$ cat config.mk
export PLATFORM = sky130hd
export DESIGN_NAME = pe_row_sequencer
export DESIGN_NICKNAME = d
export VERILOG_FILES = /design/src/rtl/pe_pkg.sv /design/src/rtl/pe_row_buf.sv /design/src/rtl/pe_row_sequencer.sv
export SDC_FILE = /design/constraint.sdc
export NUM_CORES = 1
export LEC_CHECK = 0
export BUFFER_PORTS_ARGS = -buffer_cell sky130_fd_sc_hd__buf_2
export CORE_ASPECT_RATIO = 0.75
export CORE_MARGIN = 2
export CORE_UTILIZATION = 52
export DETAILED_ROUTE_END_ITERATION = 8
export GPL_TIMING_DRIVEN = 0
export PLACE_DENSITY_LB_ADDON = 0.2
export SLEW_MARGIN = 0
export SYNTH_ARGS = -nofsm -noshare
export SYNTH_HDL_FRONTEND = slang
export SYNTH_SLANG_ARGS = --single-unit
export TNS_END_PERCENT = 10
$ cat constraint.sdc
create_clock -name clk -period 2.9 [get_ports clk]
set_clock_uncertainty 0.15 [all_clocks]
set_input_delay 0.725 -clock clk [delete_from_list [all_inputs] [get_ports clk]]
set_output_delay 0.725 -clock clk [all_outputs]
set_load 0.005 [all_outputs]
$ cat src/rtl/pe_pkg.sv
// Shared widths, FSM state type and filter packing for the PE row sequencer.
package pe_pkg;

  localparam int unsigned IFMAP_W = 8;
  localparam int unsigned WGT_W   = 4;
  localparam int unsigned TAPS    = 3;
  localparam int unsigned PSUM_W  = 14;
  localparam int unsigned FILT_W  = TAPS * WGT_W;

  typedef enum logic [2:0] {
    StIdle,
    StWload,
    StStream,
    StDrain,
    StDone
  } state_e;

  // Tap 0 lands in the LSBs, tap TAPS-1 in the MSBs.
  function automatic logic [FILT_W-1:0] pack_filter(input logic [TAPS-1:0][WGT_W-1:0] taps);
    logic [FILT_W-1:0] f;
    f = '0;
    for (int i = 0; i < int'(TAPS); i++) begin
      f[i*WGT_W +: WGT_W] = taps[i];
    end
    return f;
  endfunction

endpackage

$ cat src/rtl/pe_row_buf.sv
// Row sample register file: one synchronous write port, one combinational read port.
module pe_row_buf
  import pe_pkg::*;
#(
  parameter int unsigned ROW_LEN = 16,
  parameter int unsigned AW      = (ROW_LEN > 1) ? $clog2(ROW_LEN) : 1
) (
  input  logic               clk,
  input  logic               we,
  input  logic [AW-1:0]      waddr,
  input  logic [IFMAP_W-1:0] wdata,
  input  logic [AW-1:0]      raddr,
  output logic [IFMAP_W-1:0] rdata
);

  logic [IFMAP_W-1:0] mem [ROW_LEN];

  // Contents are don't-care after reset, so no reset on the array.
  always_ff @(posedge clk) begin
    if (we) begin
      mem[waddr] <= wdata;
    end
  end

  assign rdata = mem[raddr];

endmodule

$ cat src/rtl/pe_row_sequencer.sv
// Initiator-side driver for a 3-tap PE: buffers a row, streams it in, captures
// one partial sum per valid convolution window.
module pe_row_sequencer
  import pe_pkg::*;
#(
  parameter int unsigned ROW_LEN = 16,
  parameter int unsigned PE_LAT  = 1
) (
  input  logic                             clk,
  input  logic                             rst_n,
  input  logic                             ld_valid,
  input  logic [IFMAP_W-1:0]               ld_data,
  output logic                             ld_ready,
  input  logic                             start,
  input  logic [$clog2(ROW_LEN+1)-1:0]     row_len,
  input  logic [TAPS*WGT_W-1:0]            wgt_in,
  input  logic [PSUM_W-1:0]                bias_in,
  output logic                             busy,
  output logic                             done,
  output logic                             err,
  output logic                             pe_en,
  output logic [TAPS*WGT_W-1:0]            pe_filtr,
  output logic [IFMAP_W-1:0]               pe_ifmap,
  output logic [PSUM_W-1:0]                pe_psum,
  input  logic [PSUM_W-1:0]                pe_psum_ret,
  output logic                             res_valid,
  output logic [PSUM_W-1:0]                res_data
);

  localparam int unsigned LW = $clog2(ROW_LEN + 1);
  localparam int unsigned AW = (ROW_LEN > 1) ? $clog2(ROW_LEN) : 1;
  localparam int unsigned DW = (PE_LAT > 1) ? $clog2(PE_LAT) : 1;

  state_e            state_q;
  logic [LW-1:0]     wr_ptr_q;
  logic [LW-1:0]     row_len_q;
  logic [AW-1:0]     rd_ptr_q;
  logic [DW-1:0]     drain_q;
  logic [PE_LAT-1:0] vpipe_q;

  logic               start_ok;
  logic               buf_we;
  logic               issue;
  logic               last_k;
  logic [AW-1:0]      rd_addr;
  logic [IFMAP_W-1:0] rd_data;

  assign start_ok = (state_q == StIdle) && start && (row_len >= LW'(TAPS)) &&
                    (row_len <= wr_ptr_q);
  // A load coinciding with an accepted start is not written.
  assign buf_we   = (state_q == StIdle) && ld_valid && ld_ready && !start_ok;
  // rd_ptr_q is the sample currently on pe_ifmap, so look one ahead.
  assign rd_addr  = (state_q == StStream) ? rd_ptr_q + AW'(1) : '0;
  assign issue    = (state_q == StStream) && (LW'(rd_ptr_q) >= LW'(TAPS - 1));
  assign last_k   = (LW'(rd_ptr_q) + LW'(1)) == row_len_q;

  pe_row_buf #(
    .ROW_LEN (ROW_LEN),
    .AW      (AW)
  ) u_buf (
    .clk   (clk),
    .we    (buf_we),
    .waddr (wr_ptr_q[AW-1:0]),
    .wdata (ld_data),
    .raddr (rd_addr),
    .rdata (rd_data)
  );

  always_ff @(posedge clk or negedge rst_n) begin
    if (!rst_n) begin
      state_q   <= StIdle;
      wr_ptr_q  <= '0;
      row_len_q <= '0;
      rd_ptr_q  <= '0;
      drain_q   <= '0;
      vpipe_q   <= '0;
      ld_ready  <= 1'b0;
      busy      <= 1'b0;
      done      <= 1'b0;
      err       <= 1'b0;
      pe_en     <= 1'b0;
      pe_filtr  <= '0;
      pe_ifmap  <= '0;
      pe_psum   <= '0;
      res_valid <= 1'b0;
      res_data  <= '0;
    end else begin
      err       <= 1'b0;
      done      <= 1'b0;
      vpipe_q   <= PE_LAT'({vpipe_q, issue});
      res_valid <= vpipe_q[PE_LAT-1];
      res_data  <= vpipe_q[PE_LAT-1] ? pe_psum_ret : '0;

      unique case (state_q)
        StIdle: begin
          if (start_ok) begin
            state_q   <= StWload;
            row_len_q <= row_len;
            pe_filtr  <= pack_filter(wgt_in);
            pe_psum   <= bias_in;
            pe_en     <= 1'b1;
            busy      <= 1'b1;
            ld_ready  <= 1'b0;
          end else begin
            err <= start;
            if (buf_we) begin
              wr_ptr_q <= wr_ptr_q + LW'(1);
              ld_ready <= (wr_ptr_q + LW'(1)) < LW'(ROW_LEN);
            end else begin
              ld_ready <= wr_ptr_q < LW'(ROW_LEN);
            end
          end
        end
        StWload: begin
          state_q  <= StStream;
          rd_ptr_q <= '0;
          pe_ifmap <= rd_data;
        end
        StStream: begin
          if (last_k) begin
            state_q  <= StDrain;
            drain_q  <= '0;
            pe_ifmap <= '0;
          end else begin
            rd_ptr_q <= rd_ptr_q + AW'(1);
            pe_ifmap <= rd_data;
          end
        end
        StDrain: begin
          if (drain_q == DW'(PE_LAT - 1)) begin
            state_q <= StDone;
            busy    <= 1'b0;
            pe_en   <= 1'b0;
          end else begin
            drain_q <= drain_q + DW'(1);
          end
        end
        StDone: begin
          state_q  <= StIdle;
          wr_ptr_q <= '0;
          done     <= 1'b1;
          ld_ready <= 1'b1;
        end
        default: state_q <= StIdle;
      endcase
    end
  end

endmodule

==> results.sh, run 1 <==
export IMPL_drive_gt1_share_pct=36.77
export IMPL_cp_slowest_stage_delay_ps=480
export IMPL_setup_violations=0
export IMPL_drc_errors=0
export IMPL_p_clk_share_pct=43.0
export IMPL_critical_path_peak_fanout=10
export IMPL_yosys_most_used_dff="edfxtp_1"
export IMPL_final_area_mm2=0.009941
export IMPL_vias=5319
export IMPL_cts_root_buf="clkbuf_16"
export IMPL_firstDrtPassIters=7
export IMPL_fin_crit_ps=2807
export IMPL_synth_area_per_cell_um2=15.12
export IMPL_p_leak_nw=4.005
export IMPL_clkTransAtPathRegs_ps=70
export IMPL_power_density_mw_per_mm2=555.7
export IMPL_antenna_found_initial=0
export IMPL_cap_violations=0
export IMPL_seq_area_frac_synth_pct=67.47
export IMPL_fp_dieW_um=150.2
export IMPL_grt_pass1_vias=5231
export IMPL_wl_um=19290
export IMPL_crit_family="buffers and inverters"
export IMPL_ys_ff_latch=199
export IMPL_seq_area_mm2=0.005623
export IMPL_design_die_area_mm2=0.01706
export IMPL_finalWeightedCongestion=0.8704
export IMPL_diodes=0
export IMPL_async_flop_share_pct=35.68
export IMPL_outcome="finished, final reports clean"
export IMPL_arrival_ps=2970
export IMPL_seq_power_share_pct=54.9
export IMPL_fill_cells=1195
export IMPL_worst_pin_slew_ps=910.7
export IMPL_worstSetupPathType="flop to flop"
export IMPL_area_growth_pct=19.33
export IMPL_synth_warnings=0
export IMPL_clkSinkCount=199
export IMPL_crit_required_ps=3060
export IMPL_internal_power_w=0.004367
export IMPL_timing_final_crit_share_pct=96.78
export IMPL_routed_via_density=5.851
export IMPL_r2r_cells=8
export IMPL_netlist_area_mm2=0.008330
export IMPL_dp_hpwl_um=13250
export IMPL_place_area_mm2=0.009146
export IMPL_p_comb_share_pct=2.0
export IMPL_crit_buf_inv=3
export IMPL_switchingPower_w=0.001157
export IMPL_dp_cells=871
export IMPL_grt_pass1_wl_um=29840
export IMPL_drv_slew=0
export IMPL_fmax_mhz=356.3
export IMPL_grt_overflow=0
export IMPL_antenna_left=0
export IMPL_die_h_um=113.6
export IMPL_clockBufferDepth=2
export IMPL_initial_utilization_pct=52.51
export IMPL_core_mm2=0.01587
export IMPL_path_cells="inv_2 > ha_1 > and4_1 > a221o_1 > a21oi_1 > buf_4 > buf_4 > mux2_2"
export IMPL_synthCells=551
export IMPL_finalHoldViolations=0
export IMPL_finalPower_w=0.005524
export IMPL_crit_top_cell="buf_4"
export IMPL_r2r_setup_slack_ps=90
export IMPL_synth_edf_count=128
export IMPL_cts_tree="yes"
export IMPL_hold_path_class="input port to async pin"
export IMPL_cts_buffers=17
export IMPL_io_pin_count=111
export IMPL_rr_startpoint="wr_ptr_q[3]$_DFFE_PN0P_"
export IMPL_end_kind="flop"
export IMPL_row_count=40
export IMPL_wl_per_cell_um=21.22
export IMPL_layout_nets=754
export IMPL_reg2reg_to="pe_psum[5]$_DFFE_PN0P_"
export IMPL_final_cells=909
export IMPL_drtIter0Drc=613
export IMPL_multiInputGateArea_mm2=0.002582
export IMPL_sw_frac_of_total_pct=20.95
export IMPL_crit_path_top_delay_cell="dfrtp_2"
export IMPL_start_kind="flop"
export IMPL_synth_distinct_cells=68
export IMPL_htree_num_levels=4
export IMPL_track_usage_pct=23.83
export IMPL_maxSlewHeadroom_pct=39.29
export IMPL_clock_latency_ps=430
export IMPL_io_buffers=110
export IMPL_grt_max_degree=72
export IMPL_synth_net_count=619
export IMPL_peakVddDrop_uv=418.0
==> layout make-up <==
type	count	share of cell area, %
flip-flops and latches	199	56.56
multi-input cells	310	25.98
repair buffers	116	6.142
clock buffers	17	4.279
well taps	210	2.643
plain buffers	31	2.190
clock inverters	15	1.712
inverters	11	0.4909
==> synthesized netlist by cell type (all sizes together), types with 6 or more instances <==
cell | instances | area [µm²]
ha | 11 | 137.6
nand2 | 45 | 168.9
dfrtp | 71 | 1777
mux2i | 16 | 160.2
a311oi | 11 | 121.4
mux4 | 7 | 161.4
a221oi | 14 | 128.9
o22ai | 6 | 37.54
and4 | 7 | 61.31
a221o | 7 | 70.07
o211ai | 10 | 75.07
and2 | 18 | 112.6
edfxtp | 128 | 3844
mux2 | 36 | 405.4
buf | 20 | 145.1
and3 | 8 | 50.05
a21oi | 10 | 50.05
nand3 | 16 | 80.08
inv | 9 | 33.78
clkbuf | 11 | 42.54
o21ai | 6 | 30.03
nor2 | 18 | 75.07
==> sequential cells by signal, summed over array words and instances, names as in the netlist <==
signal,count
pe_psum,14
res_valid,1
vpipe_q,1
err,1
row_len_q,5
pe_ifmap,8
ld_ready,1
pe_en,1
done,1
rd_ptr_q,4
pe_filtr,12
state_q,3
wr_ptr_q,5
u_buf.mem,128
res_data,14
==> worst max path at each step <==
stage | startpoint | endpoint | depth (start not counted)
floorplan | row_len[2] | pe_filtr[10]$_DFFE_PN0P_ | 7
global placement | rd_ptr_q[0]$_DFFE_PN0P_ | pe_ifmap[4]$_DFFE_PN0N_ | 10
detailed placement | rd_ptr_q[0]$_DFFE_PN0P_ | pe_ifmap[4]$_DFFE_PN0N_ | 10
CTS | wr_ptr_q[2]$_DFFE_PN0P_ | u_buf.mem[8][7]$_DFFE_PP_ | 8
global route | wr_ptr_q[1]$_DFFE_PN0P_ | u_buf.mem[7][4]$_DFFE_PP_ | 8
finish | wr_ptr_q[3]$_DFFE_PN0P_ | pe_psum[5]$_DFFE_PN0P_ | 8
==> through the flow <==
step / hold slack (ps) / utilization (%) / setup slack [ps] / TNS (ps)
2_1_floorplan: 251.7 / - / 152.4 / 0
3_3_place_gp: 299.9 / 57.63 / -915.8 / -39760
3_5_place_dp: 329.3 / 57.65 / -1014 / -49630
4_1_cts: 307.8 / 62.13 / 18.20 / 0
5_1_grt: 339.4 / 62.66 / -40.11 / -933.0
6_report: 271.9 / 62.66 / 93.48 / 0
==> cell families after synthesis <==
group | count (synthesis) | share of synthesized area [%]
XOR/XNOR | 8 | 1.022
AO/OA/AOI/OAI | 92 | 8.952
adder cells (fa/ha/maj) | 11 | 1.652
flip-flops | 199 | 67.47
multiplexers | 59 | 8.726
buffers and inverters | 42 | 2.749
AND/OR/NAND/NOR | 140 | 9.432
==> layout by cell type, fill, tap and decap left out, types with 4 or more instances in the layout <==
master / netlist / layout
and4_4: 0 / 4
o21ai_0: 6 / 6
ha_1: 11 / 10
o22ai_1: 6 / 5
buf_4: 8 / 14
a21oi_1: 10 / 10
nand2_1: 45 / 45
edfxtp_1: 128 / 128
buf_6: 4 / 6
nand3_1: 16 / 16
inv_1: 8 / 7
a311oi_1: 7 / 7
mux2i_1: 16 / 15
inv_6: 0 / 4
a221oi_1: 13 / 13
a311oi_2: 4 / 4
clkbuf_16: 0 / 17
a211oi_1: 5 / 5
buf_2: 8 / 115
dfrtp_1: 71 / 69
mux2_2: 36 / 36
mux4_2: 6 / 6
and2_4: 0 / 4
nor2_1: 17 / 17
o31ai_1: 4 / 4
clkinv_4: 0 / 4
and2_1: 18 / 14
a221o_1: 7 / 7
o211ai_1: 10 / 10
clkbuf_1: 10 / 6
==> power by group through the flow <==
stage | registers (W) | logic [W] | clock network (W)
after floorplan | 0.00310 | 0.0000143 | 0
after global placement | 0.00309 | 0.000109 | 0
after detailed placement | 0.00309 | 0.000116 | 0
after CTS | 0.00303 | 0.000116 | 0.00240
after global routing | 0.00303 | 0.000129 | 0.00253
final | 0.00303 | 0.000113 | 0.00238
==> metal layers <==
metal	wire, µm	track usage [%]	vias up
met4	224	6.101	0
met1	8619	35.93	2685
met3	1523	5.600	20
li1	-	-	2398
met5	0	0	-
met2	8918	35.31	216
==> repair_timing <==
action,CTS,global route
gates resized for setup,31,26
endpoints found under the setup margin,150,143
pin swaps,3,2
hold buffers,0,0
setup buffers,5,1
Power figures use the tool's default switching activity.
==> run 2, diff against run 1 <==
--- a/config.mk
+++ b/config.mk
@@ -5,6 +5,7 @@
 export SDC_FILE = /design/constraint.sdc
 export NUM_CORES = 1
 export LEC_CHECK = 0
+export ABC_AREA = 1
 export BUFFER_PORTS_ARGS = -buffer_cell sky130_fd_sc_hd__buf_2
 export CORE_ASPECT_RATIO = 0.75
 export CORE_MARGIN = 2
==> run 2 against run 1 <==
  * Die area grew 2.5%
  * Power rose by 70%
  * Clock power down 8%
  * Critical path type unchanged
==> results.sh, run 2 <==
export IMPL_area_growth_pct=21.06
export IMPL_synth_distinct_cells=25
export IMPL_worst_pin_slew_ps=862.2
export IMPL_synth_edf_count=128
export IMPL_crit_required_ps=2910
export IMPL_p_leak_nw=4.781
export IMPL_synth_most_common_cell="nand2_1"
export IMPL_grt_max_degree=72
export IMPL_wl_um=23180
export IMPL_crit_path_top_delay_cell="dfrtp_1"
export IMPL_fin_crit_ps=2782
export IMPL_synth_area_per_cell_um2=10.03
export IMPL_cp_slowest_stage_delay_ps=440
export IMPL_arrival_ps=2790
export IMPL_firstDrtPassIters=6
export IMPL_drtIter0Drc=965
export IMPL_track_usage_pct=26.94
export IMPL_finalPower_w=0.009372
export IMPL_drc_errors=0
export IMPL_grt_overflow=0
export IMPL_crit_top_cell="nand2_2"
export IMPL_worstSetupPathType="flop to flop"
export IMPL_yosys_most_used_dff="edfxtp_1"
export IMPL_antenna_left=0
export IMPL_antenna_found_initial=0
export IMPL_layout_nets=1064
export IMPL_cap_violations=0
export IMPL_rr_startpoint="wr_ptr_q[3]$_DFFE_PN0P_"
export IMPL_mostFrequentLayoutCell="nand2_1"
export IMPL_synth_top_cell_area_share_pct=44.96
export IMPL_rsz0062_at_grt="yes"
export IMPL_start_kind="flop"
export IMPL_fp_dieW_um=152.1
export IMPL_setup_violations=0
export IMPL_hold_path_class="input port to async pin"
export IMPL_htree_num_levels=4
export IMPL_vias=6725
export IMPL_wl_per_cell_um=19.02
export IMPL_clkSinkCount=199
export IMPL_drv_slew=0
export IMPL_largest_reg_flops=128
export IMPL_end_kind="flop"
export IMPL_finalHoldViolations=0
export IMPL_cts_root_buf="clkbuf_16"
export IMPL_clockBufferDepth=2
export IMPL_cts_tree="yes"
export IMPL_clkTransAtPathRegs_ps=70
export IMPL_max_flop_register="u_buf.mem"
export IMPL_critical_path_peak_fanout=10
export IMPL_initial_utilization_pct=53.22
export IMPL_power_density_mw_per_mm2=905.5
export IMPL_r2r_cells=13
export IMPL_endpoint="u_buf.mem[4][5]$_DFFE_PP_"
export IMPL_drive_gt1_share_pct=20.91
export IMPL_io_buffers=110
export IMPL_design_die_area_mm2=0.01749
export IMPL_outcome="finished, final reports clean"
export IMPL_peakVddDrop_uv=485.8
export IMPL_reg2reg_to="u_buf.mem[4][5]$_DFFE_PP_"
export IMPL_diodes=0
export IMPL_ys_ff_latch=199
export IMPL_synth_net_count=920
export IMPL_die_h_um=115.0
export IMPL_synth_warnings=0
export IMPL_crit_path_start="wr_ptr_q[3]$_DFFE_PN0P_"
export IMPL_core_mm2=0.01607
export IMPL_yosys_top_cells_count="295 x nand2_1, 128 x edfxtp_1, 109 x nand3_1, 71 x dfrtp_1, 71 x inv_1"
export IMPL_maxSlewHeadroom_pct=42.52
export IMPL_cts_buffers=17
export IMPL_netlist_area_mm2=0.008549
export IMPL_ys_top_cells_by_area="edfxtp_1 45%, dfrtp_1 21%, nand2_1 13%, nand3_1 6.4%, nand4_1 3.4%"
export IMPL_grt_pass1_vias=6365
export IMPL_path_cells="inv_1 > ha_1 > nand2_1 > inv_1 > o21ai_0 > nand3_1 > nand2_2 > nand2_2 > nand2_1 > inv_2 > nand2_2 > nor2_4 > buf_12"
export IMPL_timing_final_crit_share_pct=95.93
export IMPL_finalWeightedCongestion=0.8776
export IMPL_reg_top3="u_buf.mem: 128 flops, pe_psum: 14 flops, res_data: 14 flops"
export IMPL_dp_hpwl_um=14730
export IMPL_seq_area_frac_synth_pct=65.74
export IMPL_synthCells=852
export IMPL_grt_pass1_wl_um=35340
export IMPL_synth_top_cell_by_area="edfxtp_1"
export IMPL_async_flop_share_pct=35.68
export IMPL_tns_ps=0
export IMPL_r2r_setup_slack_ps=120
export IMPL_fmax_mhz=359.5
export IMPL_routed_via_density=5.517
export IMPL_clock_latency_ps=440
export IMPL_final_cell_mix="290 x nand2_1, 128 x edfxtp_1, 122 x buf_2"
export IMPL_row_count=40
export IMPL_io_pin_count=111
==> run 2: cell count changes after synthesis, moves of 13 or more <==
cell | previous run | this run
nand3_1 | 16 | 109
inv_1 | 8 | 71
mux2_2 | 36 | 0
and2_1 | 18 | 0
nand2_1 | 45 | 295
mux2i_1 | 16 | 0
nand4_1 | 0 | 46
a221oi_1 | 13 | 0
nor2_1 | 17 | 35
==> run 2: area by class of cell <==
cell class              count  area, µm²
plain buffers              40      197.7
clock buffers              18      429.2
clock inverters            14      95.09
fillers                  1291       5715
inverters                  72      270.3
multi-input cells         539       2604
flip-flops and latches    199       5623
well taps                 210      262.8
repair buffers            127      868.3
==> run 2: critical path, delay by kind of cell, from the launching register on <==
kind,cells,cell delay (ps)
AOI/OAI and AO/OA,1,90
and+or+nand+nor,7,960
adders and majority gates,1,310
DFF,1,440
buffers and inverters,4,550
==> run 2: cell families (layout without fill, tap and decap cells) <==
family	after synthesis	count (layout)	synth area share, %
simple gates	493	493	25.01
flops	199	199	65.74
xor+xnor	3	3	0.3074
buf+inv	114	271	5.356
compound gates	32	32	1.976
fa+ha+maj	11	11	1.610
==> run 2: metal layers <==
layer / vias to the layer above / part of all wire (%) / global-route usage [%]
li1: 3133 / - / -
met1: 3191 / 40 / 37.38
met2: 363 / 46 / 40.81
met3: 38 / 12 / 9.310
met4: 0 / 1.6 / 8.037
met5: - / 0 / 0
==> run 2: timing repair <==
item / in CTS / in global routing
gates resized for setup: 37 / 12
buffers inserted: 17 / 0
hold buffers: 0 / 0
setup endpoints to repair: 140 / 135
pin swaps: 15 / 0
cloned: 0 / 0
endpoints found under the hold margin: 0 / 0
==> run 2: how the worst min path moves through the flow <==
stage                     cells after the start                startpoint                        to  slack (ps)
after floorplan                               0                     rst_n            done$_DFF_PN0_         280
after global placement                        2  pe_filtr[10]$_DFFE_PN0P_  pe_filtr[10]$_DFFE_PN0P_         300
after detailed placement                      2   pe_filtr[0]$_DFFE_PN0P_   pe_filtr[0]$_DFFE_PN0P_         300
after CTS                                     1                     rst_n     res_data[7]$_DFF_PN0_         290
after global routing                          1                     rst_n     res_data[7]$_DFF_PN0_         310
final                                         1                     rst_n     res_data[7]$_DFF_PN0_         250
==> run 2: per-stage QoR <==
step	utilization [%]	worst slack [ps]	hold slack, ps	cell area [µm²]	cells
finish	64.42	118.1	246.5	10350	1219
global route	64.42	-75.49	313.3	10350	1219
CTS	64.26	8.823	286.0	10320	1219
detailed placement	58.29	-702.2	303.0	9365	1172
global placement	58.28	-699.2	301.0	9363	1172
floorplan	-	155.0	279.1	8549	852
==> run 2: power breakdown <==
part / leakage, nW / internal, W / switching, W / total [W]
Sequential: 2.07 / 0.00345 / 0.000271 / 0.00372
Clock: 0.273 / 0.00111 / 0.00108 / 0.00219
Combinational: 2.44 / 0.00108 / 0.00238 / 0.00346
Total: 4.78 / 0.00564 / 0.00373 / 0.00937
==> run 3, diff against run 2 <==
==> constraint.sdc (replaced) <==
create_clock -name clk -period 2.9 [get_ports clk]
set_clock_uncertainty 0.15 [all_clocks]
set_input_delay 0.145 -clock clk [delete_from_list [all_inputs] [get_ports clk]]
set_output_delay 0.145 -clock clk [all_outputs]
set_load 0.005 [all_outputs]
==> run 3 against run 2 <==
  * Clock power barely moved
  * Clock-buffer cell count stayed put
  * First-iteration DRC count down 8.8%
  * Non-clock buffer count is 56 higher
  * Sequential power about the same
  * Power up 1.1%
  * Largest power group unchanged
  * Register-to-register slack improved by 40 ps
  * Maximum frequency is 1.5% higher
  * Cell area rose by 5.5%
  * Critical path type unchanged
==> results.sh, run 3 (synthesis results as in run 2) <==
export IMPL_endpoint="u_buf.mem[8][7]$_DFFE_PP_"
export IMPL_outcome="finished, final reports clean"
export IMPL_die_h_um=115.0
export IMPL_clkTransAtPathRegs_ps=70
export IMPL_antenna_found_initial=0
export IMPL_track_usage_pct=28.22
export IMPL_fmax_mhz=364.9
export IMPL_reg2reg_to="u_buf.mem[8][7]$_DFFE_PP_"
export IMPL_crit_required_ps=2890
export IMPL_drive_gt1_share_pct=20.00
export IMPL_grt_overflow=0
export IMPL_worst_pin_slew_ps=877.7
export IMPL_row_count=40
export IMPL_cap_violations=0
export IMPL_power_density_mw_per_mm2=868.2
export IMPL_crit_top_cell="nand2_2"
export IMPL_vias=7055
export IMPL_clockBufferDepth=2
export IMPL_cts_root_buf="clkbuf_16"
export IMPL_r2r_cells=13
export IMPL_cts_tree="yes"
export IMPL_drv_slew=0
export IMPL_core_mm2=0.01607
export IMPL_end_kind="flop"
export IMPL_finalPower_w=0.009476
export IMPL_mostFrequentLayoutCell="nand2_1"
export IMPL_pre_cts_slack_ps=-656.8
export IMPL_hold_path_class="input port to async pin"
export IMPL_cp_slowest_stage_delay_ps=410
export IMPL_area_growth_pct=27.66
export IMPL_htree_num_levels=4
export IMPL_timing_final_crit_share_pct=94.49
export IMPL_worstSetupPathType="flop to flop"
export IMPL_p_leak_nw=5.013
export IMPL_peakVddDrop_uv=486.1
export IMPL_crit_path_top_delay_cell="dfrtp_2"
export IMPL_routed_via_density=5.529
export IMPL_setup_ws_ps=159.7
export IMPL_drtIter0Drc=880
export IMPL_arrival_ps=2730
export IMPL_antenna_left=0
export IMPL_setup_violations=0
export IMPL_initial_utilization_pct=53.22
export IMPL_firstDrtPassIters=5
export IMPL_critical_path_peak_fanout=10
export IMPL_fin_crit_ps=2740
export IMPL_start_kind="flop"
export IMPL_drc_errors=0
export IMPL_clkSinkCount=199
export IMPL_grt_max_degree=72
export IMPL_final_cell_mix="290 x nand2_1, 128 x edfxtp_1, 122 x buf_2"
export IMPL_clock_latency_ps=430
export IMPL_cts_buffers=17
export IMPL_layout_nets=1120
export IMPL_design_die_area_mm2=0.01749
export IMPL_io_buffers=110
export IMPL_dp_hpwl_um=14730
export IMPL_crit_path_start="wr_ptr_q[3]$_DFFE_PN0P_"
export IMPL_grt_pass1_vias=6794
export IMPL_r2r_setup_slack_ps=160
export IMPL_fp_dieW_um=152.1
export IMPL_max_flop_register="u_buf.mem"
export IMPL_maxSlewHeadroom_pct=41.48
export IMPL_largest_reg_flops=128
export IMPL_wl_per_cell_um=19.03
export IMPL_rr_startpoint="wr_ptr_q[3]$_DFFE_PN0P_"
export IMPL_fill_cells=1196
export IMPL_finalHoldViolations=0
export IMPL_wl_um=24280
export IMPL_io_pin_count=111
export IMPL_grt_pass1_wl_um=37120
export IMPL_reg_top3="u_buf.mem: 128 flops, pe_psum: 14 flops, res_data: 14 flops"
export IMPL_finalWeightedCongestion=0.8776
export IMPL_path_cells="inv_1 > ha_1 > nand2_1 > inv_1 > o21ai_0 > nand3_1 > nand2_2 > nand2_2 > nand2_1 > inv_2 > nand2_2 > nor2_4 > buf_12"
==> run 3: area by class of cell <==
cell class              instances  area (µm²)  share of cell area (%)
multi-input cells             539        2604                   23.86
flip-flops and latches        199        5624                   51.53
inverters                      72       270.3                   2.476
plain buffers                  40       197.7                   1.811
clock buffers                  18       429.2                   3.932
clock inverters                14       95.09                  0.8713
well taps                     210       262.8                   2.407
diodes                          1       2.502                 0.02293
repair buffers                183        1429                   13.09
==> run 3: timing repair <==
action	4_1_cts	5_1_grt
resized for setup	37	14
setup buffers	17	0
cloned	0	0
pin swaps	15	0
hold buffers	56	0
endpoints found under the hold margin	246	0
setup endpoints to repair	140	135
==> run 3: critical path: cells and delay by family (launching register included) <==
kind	cells	cell delay, ps
simple gates	7	950
compound gates	1	90
fa+ha+maj	1	310
flops	1	410
buf+inv	4	520
==> run 3: worst min path at each step <==
| stage | from | to | slack, ps | depth (start not counted) |
|---|---|---|---|---|
| floorplan | rst_n | done$_DFF_PN0_ | -300 | 0 |
| global placement | pe_psum_ret[3] | res_data[3]$_DFF_PN0_ | 180 | 3 |
| detailed placement | rst_n | res_data[7]$_DFF_PN0_ | 170 | 1 |
| CTS | rst_n | res_data[7]$_DFF_PN0_ | 250 | 2 |
| global route | pe_psum_ret[7] | res_data[7]$_DFF_PN0_ | 280 | 4 |
| finish | rst_n | res_data[7]$_DFF_PN0_ | 240 | 2 |
==> run 3: per-stage QoR <==
| stage | setup TNS [ps] | utilization [%] | hold slack [ps] | cells | cell area [µm²] |
|---|---|---|---|---|---|
| after global placement | -58490 | 58.28 | 181.8 | 1172 | 9363 |
| after floorplan | 0 | - | -300.6 | 852 | 8549 |
| after detailed placement | -59240 | 58.29 | 173.7 | 1172 | 9365 |
| after global routing | -61.15 | 67.92 | 276.1 | 1275 | 10910 |
| final | 0 | 67.94 | 238.0 | 1276 | 10910 |
| after CTS | 0 | 67.75 | 249.0 | 1275 | 10880 |
==> run 3: routing by layer <==
metal | global-route usage (%) | vias up | share of wire, %
met2 | 43.81 | 402 | 46
met3 | 9.763 | 57 | 12
met1 | 37.31 | 3349 | 40
met5 | 0 | - | 0
li1 | - | 3247 | -
met4 | 10.72 | 0 | 2.5
==> run 3: power breakdown <==
part | internal (W) | switching, W
sequential | 0.00345 | 0.000272
clock | 0.00111 | 0.00108
combinational | 0.00113 | 0.00243
